==> config.mk <==
export PLATFORM = sky130hd
export DESIGN_NAME = mem_scan_reader_flat
export DESIGN_NICKNAME = d
export VERILOG_FILES = /design/src/rtl/mem_scan_reader_if.sv /design/src/rtl/mem_scan_reader.sv /design/src/flat_wrapper.sv
export SDC_FILE = /design/constraint.sdc
export NUM_CORES = 1
export LEC_CHECK = 0
export CAP_MARGIN = 20
export CORE_ASPECT_RATIO = 0.9
export CORE_MARGIN = 5
export CORE_UTILIZATION = 25
export CTS_CLUSTER_DIAMETER = 150
export DETAILED_ROUTE_END_ITERATION = 6
export DONT_BUFFER_PORTS = 1
export GPL_TIMING_DRIVEN = 0
export PLACE_DENSITY = 0.45
export REMOVE_ABC_BUFFERS = 1
export SLEW_MARGIN = 20
export SYNTH_ARGS = -nofsm -noshare
export SYNTH_HDL_FRONTEND = slang
export SYNTH_SLANG_ARGS = --single-unit
==> constraint.sdc <==
create_clock -name Clk -period 4.8 [get_ports Clk]
set_input_delay 0.48 -clock Clk [delete_from_list [all_inputs] [get_ports Clk]]
set_output_delay 0.48 -clock Clk [all_outputs]
set_load 0.01 [all_outputs]
==> src/rtl/mem_scan_reader_if.sv <==
// Read-port bundle between mem_scan_reader (master) and the synchronous data RAM (slave).
interface mem_scan_reader_if #(
    parameter int unsigned ADDR_W = 6
) ();
    logic [ADDR_W-1:0] Mem_Addr;
    logic              Mem_Read;
    logic [31:0]       Mem_Data;

    modport master (output Mem_Addr, output Mem_Read, input Mem_Data);
    modport slave  (input Mem_Addr, input Mem_Read, output Mem_Data);
endinterface

==> src/rtl/mem_scan_reader.sv <==
// Scans a word-address range of the data RAM and shows each word on the LEDs byte by byte.
// Define SCAN_LOOP_EN to make the scan restart from Start_Addr forever instead of stopping.
module mem_scan_reader #(
    parameter int unsigned ADDR_W = 6,
    parameter int unsigned DWELL  = 50000000,
    parameter int unsigned CNT_W  = 26
) (
    input  logic                    Clk,
    input  logic                    Rst_n,
    input  logic                    Start,
    input  logic [ADDR_W-1:0]       Start_Addr,
    input  logic [ADDR_W-1:0]       End_Addr,
    mem_scan_reader_if.master       mem,
    output logic [1:0]              Choose,
    output logic [7:0]              LED,
    output logic                    Busy,
    output logic                    Done
);

    typedef enum logic [2:0] {StIdle, StFetch, StWait, StShow, StNext} state_e;

    state_e            state;
    logic [31:0]       word;
    logic [CNT_W-1:0]  dwell_cnt;
    logic [ADDR_W-1:0] last_addr;
`ifdef SCAN_LOOP_EN
    logic [ADDR_W-1:0] first_addr;
`endif

    logic       dwell_end;
    logic [1:0] choose_inc;

    assign dwell_end  = (dwell_cnt == CNT_W'(DWELL - 1));
    assign choose_inc = Choose + 2'd1;

    // Mem_Addr doubles as the current-address register, so it holds its last value when idle.
    always_ff @(posedge Clk or negedge Rst_n) begin
        if (!Rst_n) begin
            state        <= StIdle;
            word         <= '0;
            dwell_cnt    <= '0;
            last_addr    <= '0;
`ifdef SCAN_LOOP_EN
            first_addr   <= '0;
`endif
            mem.Mem_Addr <= '0;
            mem.Mem_Read <= 1'b0;
            Choose       <= 2'd0;
            LED          <= 8'd0;
            Busy         <= 1'b0;
            Done         <= 1'b0;
        end else begin
            mem.Mem_Read <= 1'b0;
            Done         <= 1'b0;
            case (state)
                StIdle: begin
                    if (Start) begin
                        last_addr    <= End_Addr;
`ifdef SCAN_LOOP_EN
                        first_addr   <= Start_Addr;
`endif
                        mem.Mem_Addr <= Start_Addr;
                        mem.Mem_Read <= 1'b1;
                        Busy         <= 1'b1;
                        state        <= StFetch;
                    end
                end
                StFetch: state <= StWait;
                StWait: begin
                    // Load byte 0 straight from the RAM so LED is valid on the first SHOW cycle.
                    word      <= mem.Mem_Data;
                    LED       <= mem.Mem_Data[7:0];
                    Choose    <= 2'd0;
                    dwell_cnt <= '0;
                    state     <= StShow;
                end
                StShow: begin
                    if (dwell_end) begin
                        dwell_cnt <= '0;
                        if (Choose == 2'd3) begin
                            state <= StNext;
                        end else begin
                            Choose <= choose_inc;
                            LED    <= word[{choose_inc, 3'b000} +: 8];
                        end
                    end else begin
                        dwell_cnt <= dwell_cnt + 1'b1;
                    end
                end
                StNext: begin
                    if (mem.Mem_Addr == last_addr) begin
                        Done <= 1'b1;
`ifdef SCAN_LOOP_EN
                        mem.Mem_Addr <= first_addr;
                        mem.Mem_Read <= 1'b1;
                        state        <= StFetch;
`else
                        Busy  <= 1'b0;
                        state <= StIdle;
`endif
                    end else begin
                        mem.Mem_Addr <= mem.Mem_Addr + 1'b1;
                        mem.Mem_Read <= 1'b1;
                        state        <= StFetch;
                    end
                end
                default: state <= StIdle;
            endcase
        end
    end

endmodule

==> src/flat_wrapper.sv <==
// flat-port wrapper written by rule: the top's interface ports become plain ports
module mem_scan_reader_flat 
#(
    parameter int unsigned ADDR_W = 6,
    parameter int unsigned DWELL  = 50000000,
    parameter int unsigned CNT_W  = 26
)
  (Clk, Rst_n, Start, Start_Addr, End_Addr, Choose, LED, Busy, Done, mem_Mem_Addr, mem_Mem_Read, mem_Mem_Data);
  mem_scan_reader_if #(.ADDR_W(ADDR_W)) mem_i ();
  input  logic Clk;
  input  logic Rst_n;
  input  logic Start;
  input  logic [ADDR_W-1:0] Start_Addr;
  input  logic [ADDR_W-1:0] End_Addr;
  output logic [1:0] Choose;
  output logic [7:0] LED;
  output logic Busy;
  output logic Done;
  output wire logic [$bits(mem_i.Mem_Addr)-1:0] mem_Mem_Addr;
  output wire logic [$bits(mem_i.Mem_Read)-1:0] mem_Mem_Read;
  input wire logic [$bits(mem_i.Mem_Data)-1:0] mem_Mem_Data;
  assign mem_Mem_Addr = mem_i.Mem_Addr;
  assign mem_Mem_Read = mem_i.Mem_Read;
  assign mem_i.Mem_Data = mem_Mem_Data;
  mem_scan_reader #(.ADDR_W(ADDR_W), .DWELL(DWELL), .CNT_W(CNT_W)) u_core (.Clk(Clk), .Rst_n(Rst_n), .Start(Start), .Start_Addr(Start_Addr), .End_Addr(End_Addr), .mem(mem_i), .Choose(Choose), .LED(LED), .Busy(Busy), .Done(Done));
endmodule
; ---- Word-level counts from Yosys, hierarchy flattened
; Cells that the tools add are included.
[op_classes]
n_addsub = 3
n_eq_ne = 13
shifts = 1
muxes = 24
reduce_logical = 8
[ops]
columns = operator, count
row1 = $pmux 26 s2, 1
row2 = $shiftx 32x6->8, 1
row3 = $add 26x1->26 const B, 1
row4 = $eq 26x26->1 const B, 1
row5 = $mux 26, 1
row6 = $mux 8, 2
row7 = $pmux 8 s2, 1
row8 = $pmux 3 s5, 1
row9 = $mux 6, 2
row10 = $pmux 6 s2, 1
row11 = $reduce_and 3->1, 4
row12 = $mux 3, 3
row13 = $mux 1, 7
row14 = $add 6x1->6 const B, 1
row15 = $eq 3x2->1 const B, 2
row16 = $eq 6x6->1, 1
row17 = $ne 2x1->1 const B, 3
row18 = $ne 2x2->1 const B, 3
row19 = $mux 2, 2
row20 = $pmux 1 s2, 2
row21 = $pmux 2 s2, 1
row22 = $reduce_bool 2->1, 2
row23 = $eq 3x1->1 const B, 1
row24 = $eq 3x3->1 const B, 1
row25 = 4 further kinds, 4
[totals]
regBits = 86
inputBits = 47
output_inout_bits = 19
elab_cells = 59

; ---- Depth between registers and ports, before layout
[logic_depth]
ltp_word = 5
ltp_mapped = 8
mapped_depth_nobuf = 6

; ---- Least setup slack after synthesis
; Ideal clock, no wire load.
[synth_path]
path_type = register -> register
start = reg u_core.dwell_cnt[7]
end = reg u_core.dwell_cnt[23]
setup_ns = 0.130
t_arrival_ns = 2.015
required_ns = 4.670
path_slack_ns = 2.655
path_stages_with_launch = 8
path_buffers = 2
synth_period_minus_slack_ns = 2.145
cell_sequence = dfrtp_1 > buf_6 > or4b_1 > or4_4 > o21a_4 > buf_6 > a22oi_1 > o21ai_1
[synth_via]
elab_chain_len = 3
word_cells_on_any_way = 4
classes_between = 1 x add/sub / 1 x eq/ne / 2 x mux
[synth_rtl]
columns = item, line_no
row1 = "start, declared", mem_scan_reader.sv:24  ; logic [CNT_W-1:0] dwell_cnt;
row2 = "start signal, assigned", mem_scan_reader.sv:87  ; dwell_cnt <= dwell_cnt + 1'b1;
row3 = $add 26x1->26 or $eq 26x26->1 (tied branches), "mem_scan_reader.sv:87, mem_scan_reader.sv:33"
row4 = $mux 26 *, mem_scan_reader.sv:78  ; if (dwell_end) begin
row5 = $pmux 26 s2 *, mem_scan_reader.sv:55  ; case (state)
; Mark *: on every way between the ends. The rest lies on a longest branch, timed or not.
; A chain may end at the register's enable or synchronous reset.

; ---- Worst setup path after layout
[layout_path]
start = reg u_core.dwell_cnt[0]
end = reg u_core.Choose[0]
[layout_via]
elab_chain_len = 3
[layout_rtl]
columns = item, line_no
row1 = $eq 26x26->1, mem_scan_reader.sv:33  ; assign dwell_end = (dwell_cnt == CNT_W'(DWELL - 1));
row2 = $ne 2x1->1 (no source line), -
row3 = $reduce_and 3->1 (no source line), -
row4 = "end signal, assigned", mem_scan_reader.sv:83  ; Choose <= choose_inc;
row5 = "end, declared", mem_scan_reader.sv:14  ; output logic [1:0] Choose,
; Every way passes these cells.

==> results.toml <==
[status]
status = "finished clean"

[timing]
slew_headroom_pct = 40.6
setup_viol = 0
hold_violations = 0
finClkSkew_ns = 0.00965
finalCritPeriodShare_pct = 64.1
drv_slew = 0
fin_crit_ns = 3.08
worst_pin_slew_ns = 0.884
tns_ns = 0
fmax_mhz = 325
rsz0062_at_grt = "no"

[power]
p_total_mw = 1.56
irDropWorstVdd_mv = 0.226
switching_power_mw = 0.343
sw_frac_of_total_pct = 21.9
seq_power_share_pct = 48.9
p_int_mw = 1.22
power_frac_comb_pct = 3.2
leakagePower_nw = 2.11
clockPowerShare_pct = 48.0
powerDensity_nw_per_um2 = 317

[routing]
routed_wl_um = 11500
wl_per_cell_um = 16.0
drt_pass1_iterations = 4
drt_iter0_markers = 186
drt-met1-wl_um = 5460
viasPerCell = 4.92
vias = 3534
drt.antenna.violating_nets = 0
dr_wl_met2_um = 4980
topRoutingLayerUsed = "met4"
dr_wl_met3_um = 871
post-route-drc-count = 0

[synth]
avgSynthCellArea_um2 = 8.97
synth_cell_types = 48
synth_top_area_share_pct = 49.0
netlist_top_cells_area = "dfrtp_1, nand2_1, nand3_1"
synth-seq-area-share_pct = 49.0
synth_seq_cells = 86
yosys_warnings = 0
yosys.area.top_type = "dfrtp_1"
synth_edf_count = 0
synthFlopType = "dfrtp_1"
async_reset_ff_share_pct = 100
syn_area_um2 = 4390
postSynthCellCount = 489

[worst_hold_path]
hold_class = "in2async"

[floorplanning]
ioPinCount = 66
die-height_um = 136
core_area_um2 = 17400
rows = 46
start_util_pct = 25.2
die_w_um = 150
dieArea_um2 = 20300

[flow_run]
maxCapViolations = 0

[final_layout]
multi_input_area_um2 = 2060
fin_nets = 524
synthToLayoutAreaGrowth_pct = 12.4
fin_area_um2 = 4930
final_common_cell = "nand2_1"
seq_area_um2 = 2150
layout_common_cells = "nand2_1, dfrtp_1, nand3_1"
drive_gt1_share_pct = 7.11
num-fill-cells = 1891
insertedDiodeCount = 0

[setup_path]
r2r-end = "u_core.Choose[0]"
end_kind = "flop"
slowest_delay_ns = 0.76
r2r_cells = 6
crit_type = "reg2reg"
arrival_ns = 3.36
startpoint = "u_core.dwell_cnt[0]"
r2r_setup_slack_ns = 1.72
crit_chain = "ha_1, nand3_1, nor4_1, nand3b_1, or4b_1, nand3_1"
crit_end = "u_core.Choose[0]"
cp_common_cell = "nand3_1"
crit_fanout = 20
critPathSlowestCell = "nand3b_1"
crit-reg2reg-launch = "u_core.dwell_cnt[0]"
critPathLaunchType = "flop"
worst_ep_required_time_ns = 5.08

[cts]
cts_max_path_buffers = 2
htree_num_levels = 3
clock_latency_ns = 0.35
cts_tree = "built"
cts_buffers = 9
path_clk_slew_ns = 0.06
clkSinkCount = 86
root_buffer = "clkbuf_16"

[global_route]
grt.total_usage_pct = 11.9
grt_pass1_vias = 3529
grt-ovfl-total = 0
grt_max_degree = 87
antenna_found_initial = 0
grt_pass1_wl_um = 19100

[placed_design]
port_buffers = 0
globalplace.congestion = 0.745
placedInstanceArea_um2 = 4590
hpwl_um = 7560
==> how the worst min path moves through the flow <==
stage	from	slack (ns)	to	cells after the start
4_1_cts	Rst_n	0.06	u_core.word[25]	1
5_1_grt	Rst_n	0.05	u_core.word[17]	1
6_report	Rst_n	0.04	u_core.word[17]	1
2_1_floorplan	Rst_n	0.18	u_core.Busy	0
3_5_place_dp	Rst_n	0.19	u_core.word[25]	0
3_3_place_gp	Rst_n	0.19	u_core.word[17]	0
==> stage by stage <==
| step | utilization (%) | instances | setup WS, ns | hold slack, ns |
|---|---|---|---|---|
| after floorplan | - | 461 | 2.42 | 0.184 |
| after global placement | 26.1 | 701 | 1.25 | 0.189 |
| after detailed placement | 26.3 | 702 | 1.65 | 0.189 |
| after CTS | 28.3 | 718 | 1.63 | 0.0613 |
| after global routing | 28.3 | 718 | 1.36 | 0.0455 |
| final | 28.3 | 718 | 1.72 | 0.0406 |
==> cell type report <==
class                      instances  share of cell area [%]
sequential                        86                    43.6
tap                              240                    6.09
timing repair buffer               2                   0.964
clock buffer                       9                    4.57
multi-input combinational        359                    41.8
inverter                          16                    1.22
clock inverter                     6                    1.78
==> cell usage after synthesis (8+ instances only) <==
library cell  instances
a21oi_1              17
a311oi_1              8
clkbuf_1             20
dfrtp_1              86
inv_1                16
mux4_2                8
nand2_1             150
nand3_1              40
nor2_1               12
nor3_1               14
o21ai_0               9
o22ai_1               8
or3_1                11
==> critical path: cells and delay by family, from the launching register on <==
kind | cells | cell delay [ns]
and+or+nand+nor | 5 | 2.38
adders and majority gates | 1 | 0.22
DFF | 1 | 0.42
==> cell families (layout without fill, tap and decap cells) <==
family | count (synthesis) | after routing | synth area share (%)
buffers and inverters | 44 | 33 | 4.36
xor gates and xnor gates | 6 | 6 | 1.20
and+or+nand+nor | 266 | 266 | 28.3
DFF | 86 | 86 | 49.0
muxes | 14 | 14 | 5.53
adders and majority gates | 3 | 3 | 0.856
AOI/OAI and AO/OA | 70 | 70 | 10.7
==> state kept, by name (all words and copies together), names as in the netlist <==
name / flops
u_core.mem.Mem_Read: 1
u_core.Busy: 1
u_core.dwell_cnt: 26
u_core.last_addr: 6
u_core.mem.Mem_Addr: 6
u_core.word: 32
u_core.state: 3
u_core.Choose: 2
u_core.LED: 8
u_core.Done: 1
==> routing by layer <==
| layer | GRT usage [%] | vias up |
|---|---|---|
| li1 | - | 1693 |
| met1 | 16.3 | 1733 |
| met2 | 17.5 | 93 |
| met3 | 4.62 | 15 |
| met4 | 3.51 | 0 |
| met5 | 0 | - |
==> power groups by stage <==
stage | combinational, mW | sequential, mW | clock, mW
final | 0.0498 | 0.763 | 0.749
after global placement | 0.0327 | 0.776 | 0
after detailed placement | 0.0339 | 0.777 | 0
after floorplan | 0.0295 | 0.772 | 0
after global routing | 0.0594 | 0.766 | 0.803
after CTS | 0.0522 | 0.763 | 0.770
==> what timing repair did <==
action,in CTS,in global routing
hold buffers,1,0
endpoints found under the hold margin,86,0
gates resized for setup,0,0
buffers inserted,0,0
setup endpoints to repair,0,0
Note: power is estimated with default switching activity, not from simulation.
